===== src/rtl/spi_xfer_arbiter.sv =====
// spi_xfer_arbiter: shares one SPI byte engine between a host port (H) and an
// autonomous loader port (A). Each byte is arbitrated, started, tracked
// through the engine's busy window and acknowledged to its owner. The arbiter
// drives chip-select and supports a per-owner lock so multi-byte commands stay
// contiguous on the bus.
module spi_xfer_arbiter #(
  parameter int START_TIMEOUT = 64,
  parameter int CNT_W         = 7
) (
  input  logic       clk,
  input  logic       rst_n,
  input  logic       h_req,
  input  logic [7:0] h_txdata,
  input  logic       h_hold,
  output logic       h_ack,
  output logic       h_err,
  output logic [7:0] h_rxdata,
  input  logic       a_req,
  input  logic [7:0] a_txdata,
  input  logic       a_hold,
  output logic       a_ack,
  output logic       a_err,
  output logic [7:0] a_rxdata,
  output logic [7:0] eng_txdata,
  output logic       eng_txstart,
  input  logic [7:0] eng_rxdata,
  input  logic       eng_busy,
  output logic       spi_ssel_n,
  output logic       owner
);

  typedef enum logic [2:0] {
    S_IDLE      = 3'd0,
    S_START     = 3'd1,
    S_WAIT_BUSY = 3'd2,
    S_WAIT_DONE = 3'd3,
    S_DONE      = 3'd4
  } state_e;

  localparam logic PORT_H = 1'b0;
  localparam logic PORT_A = 1'b1;
  localparam logic [CNT_W-1:0] CNT_LAST = CNT_W'(START_TIMEOUT - 1);
  localparam logic [CNT_W-1:0] CNT_ONE  = CNT_W'(1);
  localparam logic [CNT_W-1:0] CNT_ZERO = {CNT_W{1'b0}};

  state_e           state_q, state_d;
  logic             lock_q, lock_d;
  logic             last_q, last_d;
  logic             owner_q, owner_d;
  logic             err_q, err_d;
  logic [CNT_W-1:0] cnt_q, cnt_d;
  logic [7:0]       eng_txdata_q, eng_txdata_d;
  logic             eng_txstart_q, eng_txstart_d;
  logic             h_ack_q, h_ack_d, h_err_q, h_err_d;
  logic             a_ack_q, a_ack_d, a_err_q, a_err_d;
  logic [7:0]       h_rxdata_q, h_rxdata_d;
  logic [7:0]       a_rxdata_q, a_rxdata_d;
  logic             ssel_n_q, ssel_n_d;

  logic             own_req_s;
  logic             own_hold_s;
  logic             grant_s;
  logic             grant_port_s;

  // Arbitration: engine guard, lock restriction, then round-robin on ties.
  always_comb begin
    own_req_s    = (owner_q == PORT_A) ? a_req  : h_req;
    own_hold_s   = (owner_q == PORT_A) ? a_hold : h_hold;
    grant_s      = 1'b0;
    grant_port_s = PORT_H;
    if (eng_busy) begin
      // Engine still running (e.g. after an arbiter-only reset): start nothing.
      grant_s      = 1'b0;
      grant_port_s = PORT_H;
    end else if (lock_q) begin
      grant_s      = own_req_s;
      grant_port_s = owner_q;
    end else if (h_req && a_req) begin
      grant_s      = 1'b1;
      grant_port_s = ~last_q;
    end else if (h_req) begin
      grant_s      = 1'b1;
      grant_port_s = PORT_H;
    end else if (a_req) begin
      grant_s      = 1'b1;
      grant_port_s = PORT_A;
    end else begin
      grant_s      = 1'b0;
      grant_port_s = PORT_H;
    end
  end

  // Next-state logic for the byte sequencer and its bookkeeping registers.
  always_comb begin
    state_d      = state_q;
    lock_d       = lock_q;
    last_d       = last_q;
    owner_d      = owner_q;
    err_d        = err_q;
    cnt_d        = cnt_q;
    eng_txdata_d = eng_txdata_q;
    case (state_q)
      S_IDLE: begin
        // Lock is released once the owner has neither a request nor a hold.
        if (lock_q && !own_req_s && !own_hold_s) begin
          lock_d = 1'b0;
        end else begin
          lock_d = lock_q;
        end
        if (grant_s) begin
          state_d      = S_START;
          owner_d      = grant_port_s;
          last_d       = grant_port_s;
          eng_txdata_d = (grant_port_s == PORT_A) ? a_txdata : h_txdata;
        end else begin
          state_d = S_IDLE;
        end
      end
      S_START: begin
        cnt_d   = CNT_ZERO;
        state_d = S_WAIT_BUSY;
      end
      S_WAIT_BUSY: begin
        if (eng_busy) begin
          state_d = S_WAIT_DONE;
        end else if (cnt_q == CNT_LAST) begin
          err_d   = 1'b1;
          state_d = S_DONE;
        end else begin
          cnt_d = cnt_q + CNT_ONE;
        end
      end
      S_WAIT_DONE: begin
        // No timeout here: a slow-mode byte legitimately takes hundreds of clocks.
        if (eng_busy) begin
          state_d = S_WAIT_DONE;
        end else begin
          state_d = S_DONE;
        end
      end
      S_DONE: begin
        lock_d  = own_hold_s;
        err_d   = 1'b0;
        state_d = S_IDLE;
      end
      default: begin
        state_d = S_IDLE;
      end
    endcase
  end

  // Output decode: every output is registered from next-state values so the
  // pulses and chip-select line up with the state they belong to.
  always_comb begin
    eng_txstart_d = (state_d == S_START);
    h_ack_d       = (state_d == S_DONE) && (owner_d == PORT_H);
    a_ack_d       = (state_d == S_DONE) && (owner_d == PORT_A);
    h_err_d       = h_ack_d && err_d;
    a_err_d       = a_ack_d && err_d;
    ssel_n_d      = !((state_d != S_IDLE) || lock_d);
    if ((state_q == S_DONE) && (owner_q == PORT_H) && !err_q) begin
      h_rxdata_d = eng_rxdata;
    end else begin
      h_rxdata_d = h_rxdata_q;
    end
    if ((state_q == S_DONE) && (owner_q == PORT_A) && !err_q) begin
      a_rxdata_d = eng_rxdata;
    end else begin
      a_rxdata_d = a_rxdata_q;
    end
  end

  // Sequencer state register; last owner resets to A so H wins the first tie.
  always_ff @(posedge clk or negedge rst_n) begin
    if (!rst_n) begin
      state_q      <= S_IDLE;
      lock_q       <= 1'b0;
      last_q       <= PORT_A;
      owner_q      <= PORT_H;
      err_q        <= 1'b0;
      cnt_q        <= CNT_ZERO;
      eng_txdata_q <= 8'h00;
    end else begin
      state_q      <= state_d;
      lock_q       <= lock_d;
      last_q       <= last_d;
      owner_q      <= owner_d;
      err_q        <= err_d;
      cnt_q        <= cnt_d;
      eng_txdata_q <= eng_txdata_d;
    end
  end

  // Registered output stage.
  always_ff @(posedge clk or negedge rst_n) begin
    if (!rst_n) begin
      eng_txstart_q <= 1'b0;
      h_ack_q       <= 1'b0;
      h_err_q       <= 1'b0;
      a_ack_q       <= 1'b0;
      a_err_q       <= 1'b0;
      h_rxdata_q    <= 8'h00;
      a_rxdata_q    <= 8'h00;
      ssel_n_q      <= 1'b1;
    end else begin
      eng_txstart_q <= eng_txstart_d;
      h_ack_q       <= h_ack_d;
      h_err_q       <= h_err_d;
      a_ack_q       <= a_ack_d;
      a_err_q       <= a_err_d;
      h_rxdata_q    <= h_rxdata_d;
      a_rxdata_q    <= a_rxdata_d;
      ssel_n_q      <= ssel_n_d;
    end
  end

  assign eng_txdata  = eng_txdata_q;
  assign eng_txstart = eng_txstart_q;
  assign h_ack       = h_ack_q;
  assign h_err       = h_err_q;
  assign h_rxdata    = h_rxdata_q;
  assign a_ack       = a_ack_q;
  assign a_err       = a_err_q;
  assign a_rxdata    = a_rxdata_q;
  assign spi_ssel_n  = ssel_n_q;
  assign owner       = owner_q;

endmodule


===== config.mk =====
export PLATFORM = sky130hd
export DESIGN_NAME = spi_xfer_arbiter
export DESIGN_NICKNAME = d
export VERILOG_FILES = /design/src/rtl/spi_xfer_arbiter.sv
export SDC_FILE = /design/constraint.sdc
export NUM_CORES = 1
export LEC_CHECK = 0
export ABC_AREA = 1
export CORE_MARGIN = 2
export CORE_UTILIZATION = 49
export CTS_BUF_LIST = sky130_fd_sc_hd__clkbuf_2 sky130_fd_sc_hd__clkbuf_4 sky130_fd_sc_hd__clkbuf_8
export CTS_CLUSTER_DIAMETER = 60
export DETAILED_ROUTE_END_ITERATION = 10
export PLACE_DENSITY = 0.82
export SYNTH_ARGS = -nofsm -noshare
export SYNTH_HDL_FRONTEND = slang
export SYNTH_SLANG_ARGS = --single-unit

===== constraint.sdc =====
create_clock -name clk -period 1.7 [get_ports clk]
set_input_delay 0.34 -clock clk [delete_from_list [all_inputs] [get_ports clk]]
set_output_delay 0.34 -clock clk [all_outputs]
set_load 0.005 [all_outputs]

### Yosys cells after proc, flatten, opt, wreduce, memory -nomap -nowiden

Cells that the tools add are included.

* output and inout bits: 31
* flip-flop bits (word level): 44
* input port bits: 31
* word-level logic and storage cells: 76

* eq/ne operators: 9
* add/sub/neg operators: 1
* mux-type cells: 27
* bitwise gates (word level): 3
* reductions and logical operators: 21

Operators by type and width (count)
* 2-to-1 mux 1 bit: 17
* 2-to-1 mux 7 bit: 2
* one-hot mux 7 bit (2 select lines): 1
* one-hot mux 3 bit (4 select lines): 1
* logical AND 1 bit: 11
* 2-to-1 mux 3 bit: 3
* 2-to-1 mux 8 bit: 1
* adder 7 x 1 -> 7 bit (second input constant): 1
* == test 7 x 6 -> 1 bit (second input constant): 1
* == test 3 x 1 -> 1 bit (second input constant): 2
* == test 3 x 2 -> 1 bit (second input constant): 2
* == test 3 bit (second input constant): 2
* logical NOT 1 bit: 4
* != test 2 bit (second input constant): 2
* one-hot mux 1 bit (2 select lines): 2
* logical NOT 3 bit: 1
* NOT 1 bit: 3
* AND reduction 3 bit: 1
* nonzero test 3 bit: 1
* AND reduction 2 bit: 1
* nonzero test 2 bit: 1
* logical OR 1 bit: 1

### Logic depth before layout (Yosys ltp)

Gate-level depths: netlist of the first run.

* depth in word-level cells: 10
* mapped depth: 10
* mapped depth without buffers: 10

### Worst setup path before layout of the first run

No wires, ideal clock.

* path type: flip-flop to flip-flop
* start point: register cnt_q[0]
* end point: register cnt_q[0]
* slack: 0.253 ns
* setup time: 0.065 ns
* stages on the path, launching flop included: 11
* period minus slack after synthesis: 1.447 ns
* path buffers: 0
* arrival time: 1.382 ns
* cell sequence: dfrtp_1 -> ha_1 -> nand3_1 -> inv_1 -> nand2_1 -> nand2_1 -> nand2_1 -> inv_2 -> nor2_4 -> nand2_1 -> nand2_1

* cells in the longest elaborated chain, start to end: 4
* elaborated cells on any way between the ends: 7
* those cells by class: 1 x add/sub; 2 x eq/ne; 3 x mux; 1 x reduce/logical

RTL lines
* start: declaration: line 51 `logic [CNT_W-1:0] cnt_q, cnt_d;`
* start signal: assignment: line 189 `cnt_q <= cnt_d;`
* adder 7 x 1 -> 7 bit: line 130 `cnt_d = cnt_q + CNT_ONE;`
* 2-to-1 mux 7 bit: line 126 `end else if (cnt_q == CNT_LAST) begin`
* 2-to-1 mux 7 bit: line 124 `if (eng_busy) begin`
* one-hot mux 7 bit (2 select lines): line 102 `case (state_q)`

Parallel ways exist; a longest one is shown, timed or not. The select of a mux whose other input is x is not followed.
A chain may end at the register's enable or synchronous reset.

### Worst setup path in the final report of the first run

* start point: register ssel_n_q, in the netlist spi_ssel_n
* end point: output spi_ssel_n

RTL lines
* start: declaration: line 58 `logic ssel_n_q, ssel_n_d;`
* start signal: assignment: line 213 `ssel_n_q <= ssel_n_d;`
* end: declaration: line 28 `output logic spi_ssel_n,`

No word-level cell between the ends.

==> results.sh, run 1 <==
export IMPL_status="complete, no violations"
export IMPL_hpwl_um=3350
export IMPL_final_min_clock_period_ps=1640
export IMPL_fin_skew_ps=11.4
export IMPL_synth_fp_nets=295
export IMPL_die_y_um=70.0
export IMPL_cts_buffer_depth=2
export IMPL_finalMaxSlewViolations=0
export IMPL_grtUsageMet3_pct=5.92
export IMPL_cp_max_fo=1
export IMPL_synth_avg_cell_area_sq_um=8.11
export IMPL_use_met2_pct=32.0
export IMPL_drtPass1Iterations=4
export IMPL_post_route_period_util_pct=96.2
export IMPL_synth_top_cell_area_share_pct=49.3
export IMPL_cts_max_level=2
export IMPL_yosysSeqAreaShare_pct=51.7
export IMPL_cpPeakStageDelay_ps=520
export IMPL_tritoncts="done"
export IMPL_yosys_warnings=0
export IMPL_crit_type="reg -> out"
export IMPL_setup_viol=0
export IMPL_place_inst=378
export IMPL_min_path_cells=2
export IMPL_io_buffers=61
export IMPL_clk_latency_ps=300
export IMPL_gp_congestion=0.801
export IMPL_worst_slew_pin_slew_ps=483
export IMPL_cp_slowest_cell="dfstp_2"
export IMPL_final_common_cell="nand2_1"
export IMPL_grt_busiest_layer="met2"
export IMPL_r2r_cells=10
export IMPL_rows=23
export IMPL_yosysUniqueCellTypes=25
export IMPL_final_setup_worst_slack_ps=63.8
export IMPL_numCtsBuffers=5
export IMPL_first_global_vias=1739
export IMPL_slew_headroom_pct=67.8
export IMPL_cp_num_buf_inv=1
export IMPL_gr_total_overflow=0
export IMPL_cp_top_family="flip-flops"
export IMPL_ant_nets=0
export IMPL_worst_ep_arrival_time_ps=1300
export IMPL_avgViaCountPerCell=4.72
export IMPL_p_leak_uw=0.00152
export IMPL_die_w_um=70.0
export IMPL_vdd_ir_drop_max_v=0.000674
export IMPL_synth_seq_cells=44
export IMPL_drtIter0Drc=103
export IMPL_grt_pass1_wl_um=7670
export IMPL_place_ws_ps=33.7
export IMPL_synthCells=263
export IMPL_max_cap_viol_count=0
export IMPL_crit_path_end_kind="output port"
export IMPL_fin_setup_tns_ps=0
export IMPL_path_cells="clkdlybuf4s50_1"
export IMPL_start_kind="flip-flop"
export IMPL_wl_per_cell_um=11.4
export IMPL_cts_sinks=44
export IMPL_use_met1_pct=25.0
export IMPL_clkTransAtPathRegs_ps=80
export IMPL_n_antenna_cell=0
export IMPL_num_vias=1826
export IMPL_nets=368
export IMPL_hold_viol=0
export IMPL_cp_depth=1
export IMPL_root_buffer="clkbuf_8"
export IMPL_yosys_top_cells_area="dfrtp_1, nand2_1, inv_1, o21ai_0, o211ai_1"
export IMPL_worstPathRequired_ps=1360
export IMPL_syn_area_sq_um=2130
export IMPL_drc=0
export IMPL_grtUsageTotal_pct=19.6
export IMPL_fin_cells=387
export IMPL_pin_count=62
export IMPL_clock_fmax_ghz=0.611
export IMPL_drive_gt1_share_pct=12.8
export IMPL_area_delta_synth_final_pct=38.5
export IMPL_start_util_pct=52.2
export IMPL_yosys_area_top_type="dfrtp_1"
export IMPL_mostFrequentLayoutCells="nand2_1, clkdlybuf4s50_1, inv_1"
export IMPL_wirelength_um=4420
export IMPL_power_density_nw_per_um2=1380
export IMPL_worstHoldPathType="reg -> reg"
export IMPL_grt_max_degree=25
export IMPL_postCtsSetupBuffers=0
export IMPL_antenna_found_initial=0
export IMPL_rsz0062_at_grt="false"
export IMPL_fp_dieArea_sq_um=4900
export IMPL_core_area_sq_um=4090
export IMPL_total_power_uw=4080
-- cell usage after synthesis --
master / n
buf_4: 3
nand3_1: 10
inv_1: 44
buf_6: 1
a21boi_0: 1
a21oi_4: 2
a31oi_1: 1
ha_1: 1
xnor2_1: 1
nor3_4: 2
nand3_2: 1
nor2_2: 3
o211ai_1: 8
dfstp_2: 2
nor2_4: 1
xor2_1: 2
nor2_1: 15
inv_2: 7
dfrtp_1: 42
nand4_1: 3
o21ai_2: 1
nand2_1: 91
o21ai_0: 12
o21ai_1: 4
nand2_2: 5
-- worst reg2reg max path: cells and delay by family (launching register included) --
family	cells	cell delay, ps
DFF	1	400
and+or+nand+nor	7	680
buffers and inverters	2	140
adders and majority gates	1	250
-- stage by stage --
stage	utilization [%]	cell area, sq um	hold slack, ps
2_1_floorplan	-	2130	44.4
3_3_place_gp	69.8	2850	329
3_5_place_dp	69.8	2850	334
4_1_cts	72.3	2950	478
5_1_grt	72.3	2960	491
6_report	72.3	2960	476
-- sequential cells by signal, indices dropped and copies added, names as in the netlist, 3 cells and up --
name and count:
a_rxdata 8, eng_txdata 8, state_q 3, h_rxdata 8
cnt_q 7
-- area by class of cell --
class	instances	area, sq um
fillers	312	1130
flip-flops and latches	44	1100
multi-input cells	164	807
repair buffers	70	701
inverters	51	191
clock buffers	6	76.3
well taps	50	62.6
clock inverters	2	12.5
-- per-layer routing --
metal  vias up  routed length, um
met2        66               2030
met5         -                  0
li1        946                  -
met1       808               2000
met3         6                331
met4         0                 62
-- final timing paths --
path	startpoint	endpoint	slack [ps]
setup / recovery	spi_ssel_n	spi_ssel_n	60
hold / removal	last_q	last_q	480
setup reg to reg	cnt_q[0]	cnt_q[4]	170
hold reg to reg	last_q	last_q	480
max in group asynchronous	rst_n	owner	690
min in group asynchronous	rst_n	h_rxdata[5]	520
-- kinds of logic (layout without fill, tap and decap cells) --
family / Yosys count / count (layout) / share of synthesized area [%]
AND/OR/NAND/NOR: 131 / 131 / 26.7
buffers and inverters: 55 / 129 / 10.6
flip-flops: 44 / 44 / 51.7
AO/OA/AOI/OAI: 29 / 29 / 9.15
XOR/XNOR: 3 / 3 / 1.23
adder cells (fa/ha/maj): 1 / 1 / 0.586
-- power by group --
part           internal, uW  leakage [uW]  switching [uW]  total, uW
clock network           303     0.0000446             356        659
registers              1420      0.000532             241       1660
logic                   907      0.000940             851       1760
total                  2630       0.00152            1450       4080
-- what timing repair did --
action                                 4_1_cts  5_1_grt
setup endpoints to repair                    1        6
endpoints found under the hold margin        2        0
pin swaps                                    0        0
hold buffers                                 1        0
gates resized for setup                      1        1
Note: power is estimated with default switching activity, not from simulation.
==> inputs of run 2 (changes only) <==
--- a/config.mk
+++ b/config.mk
@@ -15,3 +15,4 @@
 export SYNTH_ARGS = -nofsm -noshare
 export SYNTH_HDL_FRONTEND = slang
 export SYNTH_SLANG_ARGS = --single-unit
+export TNS_END_PERCENT = 100
==> results of run 2 <==
No change in the layout: final DEF, timing and power equal those of run 1.
==> inputs of run 3 (changes only) <==
--- a/config.mk
+++ b/config.mk
@@ -6,12 +6,13 @@
 export NUM_CORES = 1
 export LEC_CHECK = 0
 export ABC_AREA = 1
-export CORE_MARGIN = 2
+export CORE_MARGIN = 10
 export CORE_UTILIZATION = 49
 export CTS_BUF_LIST = sky130_fd_sc_hd__clkbuf_2 sky130_fd_sc_hd__clkbuf_4 sky130_fd_sc_hd__clkbuf_8
 export CTS_CLUSTER_DIAMETER = 60
 export DETAILED_ROUTE_END_ITERATION = 10
-export PLACE_DENSITY = 0.82
+export PLACE_DENSITY_LB_ADDON = 0.12
+export SLEW_MARGIN = 5
 export SYNTH_ARGS = -nofsm -noshare
 export SYNTH_HDL_FRONTEND = slang
 export SYNTH_SLANG_ARGS = --single-unit
==> run 3 against run 2 <==
Non-clock buffer count rose by 1. Clock power rose by 28%. Via count fell by 0.44%. Combinational power rose by 3%. Maximum frequency rose by 0.31%. Count of clock-buffer cells in the layout did not move. Sequential power barely moved. Largest power group unchanged.
==> results.sh, run 3 (same netlist as run 1, synthesis figures left out) <==
export IMPL_status="complete, no violations"
export IMPL_n_antenna_cell=0
export IMPL_clk_latency_ps=300
export IMPL_holdWs_ps=2.19
export IMPL_fin_skew_ps=10.8
export IMPL_clkTransAtPathRegs_ps=90
export IMPL_ant_nets=0
export IMPL_path_cells="clkdlybuf4s50_1"
export IMPL_crit_path_end_kind="output port"
export IMPL_numCtsBuffers=5
export IMPL_cpPeakStageDelay_ps=530
export IMPL_slew_headroom_pct=77.9
export IMPL_ctsHoldBuffers=0
export IMPL_crit_type="reg -> out"
export IMPL_worstPathRequired_ps=1360
export IMPL_die_w_um=86.0
export IMPL_cp_slowest_cell="clkdlybuf4s50_1"
export IMPL_cts_sinks=44
export IMPL_mostFrequentLayoutCells="nand2_1, clkdlybuf4s50_1, inv_1"
export IMPL_grt_max_degree=45
export IMPL_gr_total_overflow=0
export IMPL_drtIter0Drc=84
export IMPL_cp_top_family="buffers and inverters"
export IMPL_p_leak_uw=0.00155
export IMPL_start_util_pct=51.8
export IMPL_area_delta_synth_final_pct=40.4
export IMPL_power_density_nw_per_um2=1440
export IMPL_root_buffer="clkbuf_8"
export IMPL_antenna_found_initial=0
export IMPL_cts_max_level=2
export IMPL_cp_num_buf_inv=1
export IMPL_grtUsageTotal_pct=14.0
export IMPL_tritoncts="done"
export IMPL_io_buffers=61
export IMPL_hold_viol=0
export IMPL_start_kind="flip-flop"
export IMPL_drive_gt1_share_pct=13.3
export IMPL_wl_per_cell_um=12.7
export IMPL_first_global_vias=1837
export IMPL_avgViaCountPerCell=4.69
export IMPL_final_area_sq_um=3000
export IMPL_nets=369
export IMPL_worst_ep_arrival_time_ps=1290
export IMPL_startpoint="owner"
export IMPL_drc=0
export IMPL_rows=23
export IMPL_setup_viol=0
export IMPL_grt_pass1_wl_um=8460
export IMPL_wirelength_um=4920
export IMPL_vdd_ir_drop_max_v=0.000841
export IMPL_gp_congestion=0.826
export IMPL_fin_setup_tns_ps=0
export IMPL_finalMaxSlewViolations=0
export IMPL_r2r_start="cnt_q[0]"
export IMPL_die_y_um=86.0
export IMPL_worstHoldPathType="in -> async"
export IMPL_final_min_clock_period_ps=1630
export IMPL_drtPass1Iterations=4
export IMPL_postLayoutCoreUtil_pct=72.8
export IMPL_max_cap_viol_count=0
export IMPL_postCtsSetupBuffers=0
export IMPL_final_common_cell="nand2_1"
export IMPL_cts_buffer_depth=2
export IMPL_total_power_uw=4310
export IMPL_rsz0062_at_grt="false"
export IMPL_core_area_sq_um=4120
export IMPL_post_route_period_util_pct=96.0
export IMPL_pin_count=62
export IMPL_fp_dieArea_sq_um=7390
export IMPL_placement_cell_area_sq_um=2870
export IMPL_worst_slew_pin_slew_ps=331
export IMPL_cp_max_fo=6
export IMPL_hpwl_um=3750
export IMPL_clock_fmax_ghz=0.613
export IMPL_num_vias=1818
[run 3: cell count changes in the layout (fill, tap and decap cells not counted)]
cell             before  now
clkinvlp_4            1    0
bufinv_16             0    1
clkinv_4              0    1
clkinv_2              1    0
clkbuf_4              1    0
buf_4                 6    8
clkbuf_8              5    6
clkdlybuf4s50_1      60   59
dlymetal6s2s_1        0    1
dlygate4sd3_1         1    0
[run 3: area by class of cell]
type / instances / area [sq um]
Clock buffer: 6 / 82.6
Clock inverter: 2 / 38.8
Fill cell: 335 / 1120
Inverter: 51 / 191
Multi-Input combinational cell: 164 / 807
Sequential cell: 44 / 1100
Tap cell: 50 / 62.6
Timing Repair Buffer: 71 / 708
[run 3: repair_timing]
item                                    in CTS  in global routing
resized for setup                            1                  2
pin swaps                                    0                  0
endpoints found under the setup margin       1                  7
endpoints found under the hold margin        0                  0
[run 3: path summary, 6_finish.rpt]
kind                       endpoint  slack [ps]  cells after the start
setup / recovery              owner          70                      1
hold / removal             cnt_q[3]           2                      2
setup reg to reg           cnt_q[4]         200                     10
hold reg to reg              last_q         480                      2
max in group asynchronous    last_q        1440                      2
min in group clk             last_q         480                      2
[run 3: power by group]
part	internal [uW]	total (uW)	leakage [uW]	switching, uW
Clock	480	843	0.0000614	363
Sequential	1420	1650	0.000532	230
Combinational	916	1810	0.000959	895
Total	2820	4310	0.00155	1490
[run 3: metrics by stage]
stage / setup WS, ps / instances
2_1_floorplan: 253 / 263
3_3_place_gp: 80.4 / 380
3_5_place_dp: 40.2 / 380
4_1_cts: 14.8 / 388
5_1_grt: 11.5 / 388
6_report: 68.8 / 388
[run 3: per-layer routing]
layer	global-route usage (%)	share of wire (%)	wire length [um]
met2	21.1	43	2110
met4	6.44	2.1	102
met5	0	0	0
met3	6.81	10	505
met1	16.4	45	2210
==> variant 1 (config.mk and constraints of run 3) <==
`START_TIMEOUT`: 64 -> 32.
--- a/src/rtl/spi_xfer_arbiter.sv
+++ b/src/rtl/spi_xfer_arbiter.sv
@@ -4,7 +4,7 @@
 // drives chip-select and supports a per-owner lock so multi-byte commands stay
 // contiguous on the bus.
 module spi_xfer_arbiter #(
-  parameter int START_TIMEOUT = 64,
+  parameter int START_TIMEOUT = 32,
   parameter int CNT_W         = 7
 ) (
   input  logic       clk,
Formal check against the unedited RTL: no difference found for any inputs over 10 cycles, from zero or initial values and one cycle with rst_n low; that may be too few to reach the edited logic, so the function may still have changed.
==> variant 1 against run 3 <==
Area after synthesis is 2.0% lower; die area is 1.5% lower; sequential cell count did not move; first-iteration DRC count rose by 77%; setup slack got worse by 0.016 ns; power grew 2.3%; sequential power increased by 6%; routed wire length is 1.5% lower; maximum frequency fell by 0.97%; utilization shrank 0.66 points; worst hold slack better by 0.48 ns; design area decreased by 2.3%; largest cell class unchanged.
==> variant 1: results (changes against run 3) <==
dpl hpwl = 3700 um (was 3750 um)
final net count = 351 (was 369)
largest net degree at the start of global routing = 28 (was 45)
fraction of layout cells with a size suffix above 1 = 13.4% (was 13.3%)
Slew headroom = 72.2% (was 77.9%)
count of cell types in the netlist = 26 (was 25)
Reg-to-Reg End = cnt_q[6] (was cnt_q[4])
R2R cell count = 7 (was 10)
Leak Pwr = 1.45 nW (was 1.55 nW)
vias in the first global route = 1692 (was 1837)
synth cell count leaders = nand2_1, dfrtp_1, inv_1 (was nand2_1, inv_1, dfrtp_1)
Synth Area in XOR/XNOR = 1.26% (was 1.23%)
hold_ws = 0.482 ns (was 0.00219 ns)
Yosys warning count = 0 (unchanged)
Setup Skew = 0.00487 ns (was 0.0108 ns)
status = completed (unchanged)
Tightest Hold Check Type = flop to flop (was input port to asynchronous set/reset pin)
Via-to-Cell Ratio = 4.82 (was 4.69)
gp weighted congestion = 0.797 (was 0.826)
Worst R2R Setup Slack = 0.15 ns (was 0.20 ns)
GRT Total Usage = 13.5% (was 14.0%)
VDD IR-drop max = 0.792 mV (was 0.841 mV)
WL final = 4850 um (was 4920 um)
Post-Place Cell Area = 2780 um^2 (was 2870 um^2)
minimum clock period = 1.65 ns (was 1.63 ns)
Synth Area in Compound Gates = 12.3% (was 9.15%)
min-delay src = last_q
drt initial violations = 149 (was 84)
Cells after DPL = 361 (was 380)
FF-to-FF Start = state_q[2] (was cnt_q[0])
variant 1: what timing repair did:
action                                  4_1_cts  5_1_grt
endpoints found under the setup margin        1       10
hold buffers                                  1        0
cloned                                        0        0
pin swaps                                     0        0
gates resized for setup                       1        3
hold endpoints to repair                     17        0
variant 1: cell type report:
type | instances | area [um^2]
clock inverter | 1 | 30.0
clock buffer | 7 | 96.3
sequential | 44 | 1110
fill | 327 | 1130
tap | 50 | 62.6
multi-input combinational | 154 | 771
timing repair buffer | 68 | 688
inverter | 46 | 173
variant 1: power by group:
| group | leakage, nW | internal, mW | switching, mW |
|---|---|---|---|
| clock network | 0.0645 | 0.519 | 0.348 |
| logic | 0.870 | 0.951 | 0.844 |
| registers | 0.519 | 1.46 | 0.290 |
| total | 1.45 | 2.93 | 1.48 |
variant 1: per-layer routing:
layer,part of all wire (%),track usage [%]
met1,46,17.2
met2,44,19.8
met3,9.5,5.93
met4,0.87,4.49
met5,0,0
==> variant 2 (config.mk and constraints of run 3) <==
Without the edit above. Remove the register `a_err_q`: a continuous assignment takes its place, so the output `a_err` follows one clock earlier.
--- a/src/rtl/spi_xfer_arbiter.sv
+++ b/src/rtl/spi_xfer_arbiter.sv
@@ -198,7 +198,6 @@
       h_ack_q       <= 1'b0;
       h_err_q       <= 1'b0;
       a_ack_q       <= 1'b0;
-      a_err_q       <= 1'b0;
       h_rxdata_q    <= 8'h00;
       a_rxdata_q    <= 8'h00;
       ssel_n_q      <= 1'b1;
@@ -207,12 +206,13 @@
       h_ack_q       <= h_ack_d;
       h_err_q       <= h_err_d;
       a_ack_q       <= a_ack_d;
-      a_err_q       <= a_err_d;
       h_rxdata_q    <= h_rxdata_d;
       a_rxdata_q    <= a_rxdata_d;
       ssel_n_q      <= ssel_n_d;
     end
   end
+
+  assign a_err_q = a_err_d;
 
   assign eng_txdata  = eng_txdata_q;
   assign eng_txstart = eng_txstart_q;
Behaviour: same outputs for any inputs over 10 cycles, from zero or initial values and one cycle with rst_n low; that may be too few to reach the edited logic, so the function may still have changed.
==> variant 2 against run 3 <==
The run now ends with setup timing left; critical path depth increased by 7; maximum frequency decreased by 13%; cell count increased by 9.3%; sequential cell count decreased by 1; clock power decreased by 24%; routed wire length increased by 12%; synthesized cell count decreased by 0.38%; utilization increased by 6.5 points; global-route usage increased by 1.5 points; area after synthesis decreased by 1.2%; design area increased by 8.2%; power increased by 2.9%; setup slack got worse by 0.24 ns.
==> variant 2: results (changes against run 3) <==
CP startpoint = state_q[2] (was owner)
critical path fanouts, max = 3 (was 6)
top cells by area, synth = dfrtp_1, nand2_1, inv_1 (unchanged)
CP delay by family, top = simple AND/OR/NAND/NOR gates (was buffers and inverters)
final net count = 405 (was 369)
CP peak stage delay = 0.43 ns (was 0.53 ns)
met2 wire length = 2670 um (was 2110 um)
Arr. time, crit path = 1.53 ns (was 1.29 ns)
synth cell count leaders = nand2_1, inv_1, dfrtp_1 (unchanged)
Worst R2R Setup Slack = -0.13 ns (was 0.20 ns)
Combinational Power Share = 49.1% (was 42.0%)
Leak Pwr = 1.70 nW (was 1.55 nW)
Post-Place Setup Slack = -0.608 ns (was 0.0402 ns)
Cells after DPL = 403 (was 380)
dpl hpwl = 3940 um (was 3750 um)
routed wl met3 = 401 um (was 505 um)
Slew headroom = 63.6% (was 77.9%)
Multi-input gate area = 867 um^2 (was 807 um^2)
M2 GR Usage = 27.3% (was 21.1%)
vias in the first global route = 2134 (was 1837)
Worst setup endpoint = a_err (was owner)
Setup Skew = 0.00231 ns (was 0.0108 ns)
WL final = 5500 um (was 4920 um)
hold_ws = 0.117 ns (was 0.00219 ns)
final setup margin = -0.167 ns (was 0.0688 ns)
largest net degree at the start of global routing = 44 (was 45)
Internal = 2.83 mW (was 2.82 mW)
Reg-to-Reg End = a_ack (was cnt_q[4])
Metal-1 WL = 2370 um (was 2210 um)
number of fill cells in the layout = 284 (was 335)
GRT Total Usage = 15.5% (was 14.0%)
VDD IR-drop max = 0.916 mV (was 0.841 mV)
post-synthesis sequential area ratio = 51.2% (was 51.7%)
final setup fails = 2 (was 0)
status = finished with violations (was completed)
post-synthesis adder-cell area fraction = 0.593% (was 0.587%)
grt met3 use = 6.34% (was 6.81%)
slowest stage cell, crit path = dfrtp_1 (was clkdlybuf4s50_1)
grt met1 use = 16.9% (was 16.4%)
Synth Area in XOR/XNOR = 1.25% (was 1.23%)
R2R cell count = 13 (was 10)
first-pass GRT wire length = 9450 um (was 8460 um)
Mapped Cells = 262 (was 263)
failing checks = setup timing
Via-to-Cell Ratio = 4.78 (was 4.69)
Flop pwr share = 36.6% (was 38.4%)
variant 2: what timing repair did:
action,CTS,global route
pin swaps,9,10
setup buffers,10,4
endpoints found under the setup margin,2,2
gates resized for setup,20,7
variant 2: worst register-to-register path, cell delays in order (launching register included):
cell and delay [ns]:
dfrtp_1 0.43, nor2_2 0.13, nand2_1 0.09, nor2_2 0.13
nand3_2 0.09, nand2_2 0.10, nand2_2 0.06, buf_4 0.14
buf_6 0.11, buf_4 0.12, buf_4 0.12, buf_4 0.11
buf_4 0.12, inv_2 0.04
variant 2: final cells by class:
type	instances	share of cell area [%]
multi-input combinational	164	26.8
clock inverter	3	0.618
timing repair buffer	108	29.4
inverter	51	5.91
sequential	43	33.3
tap	50	1.93
clock buffer	5	2.12
variant 2: metrics by stage:
step	instance area, um^2	util [%]	TNS (ns)
after detailed placement	3000	73.4	-0.858
after global routing	3240	79.3	-0.488
after CTS	3190	78.2	-0.253
final	3240	79.3	-0.300
after floorplan	2110	-	0
after global placement	3000	73.4	-0.698
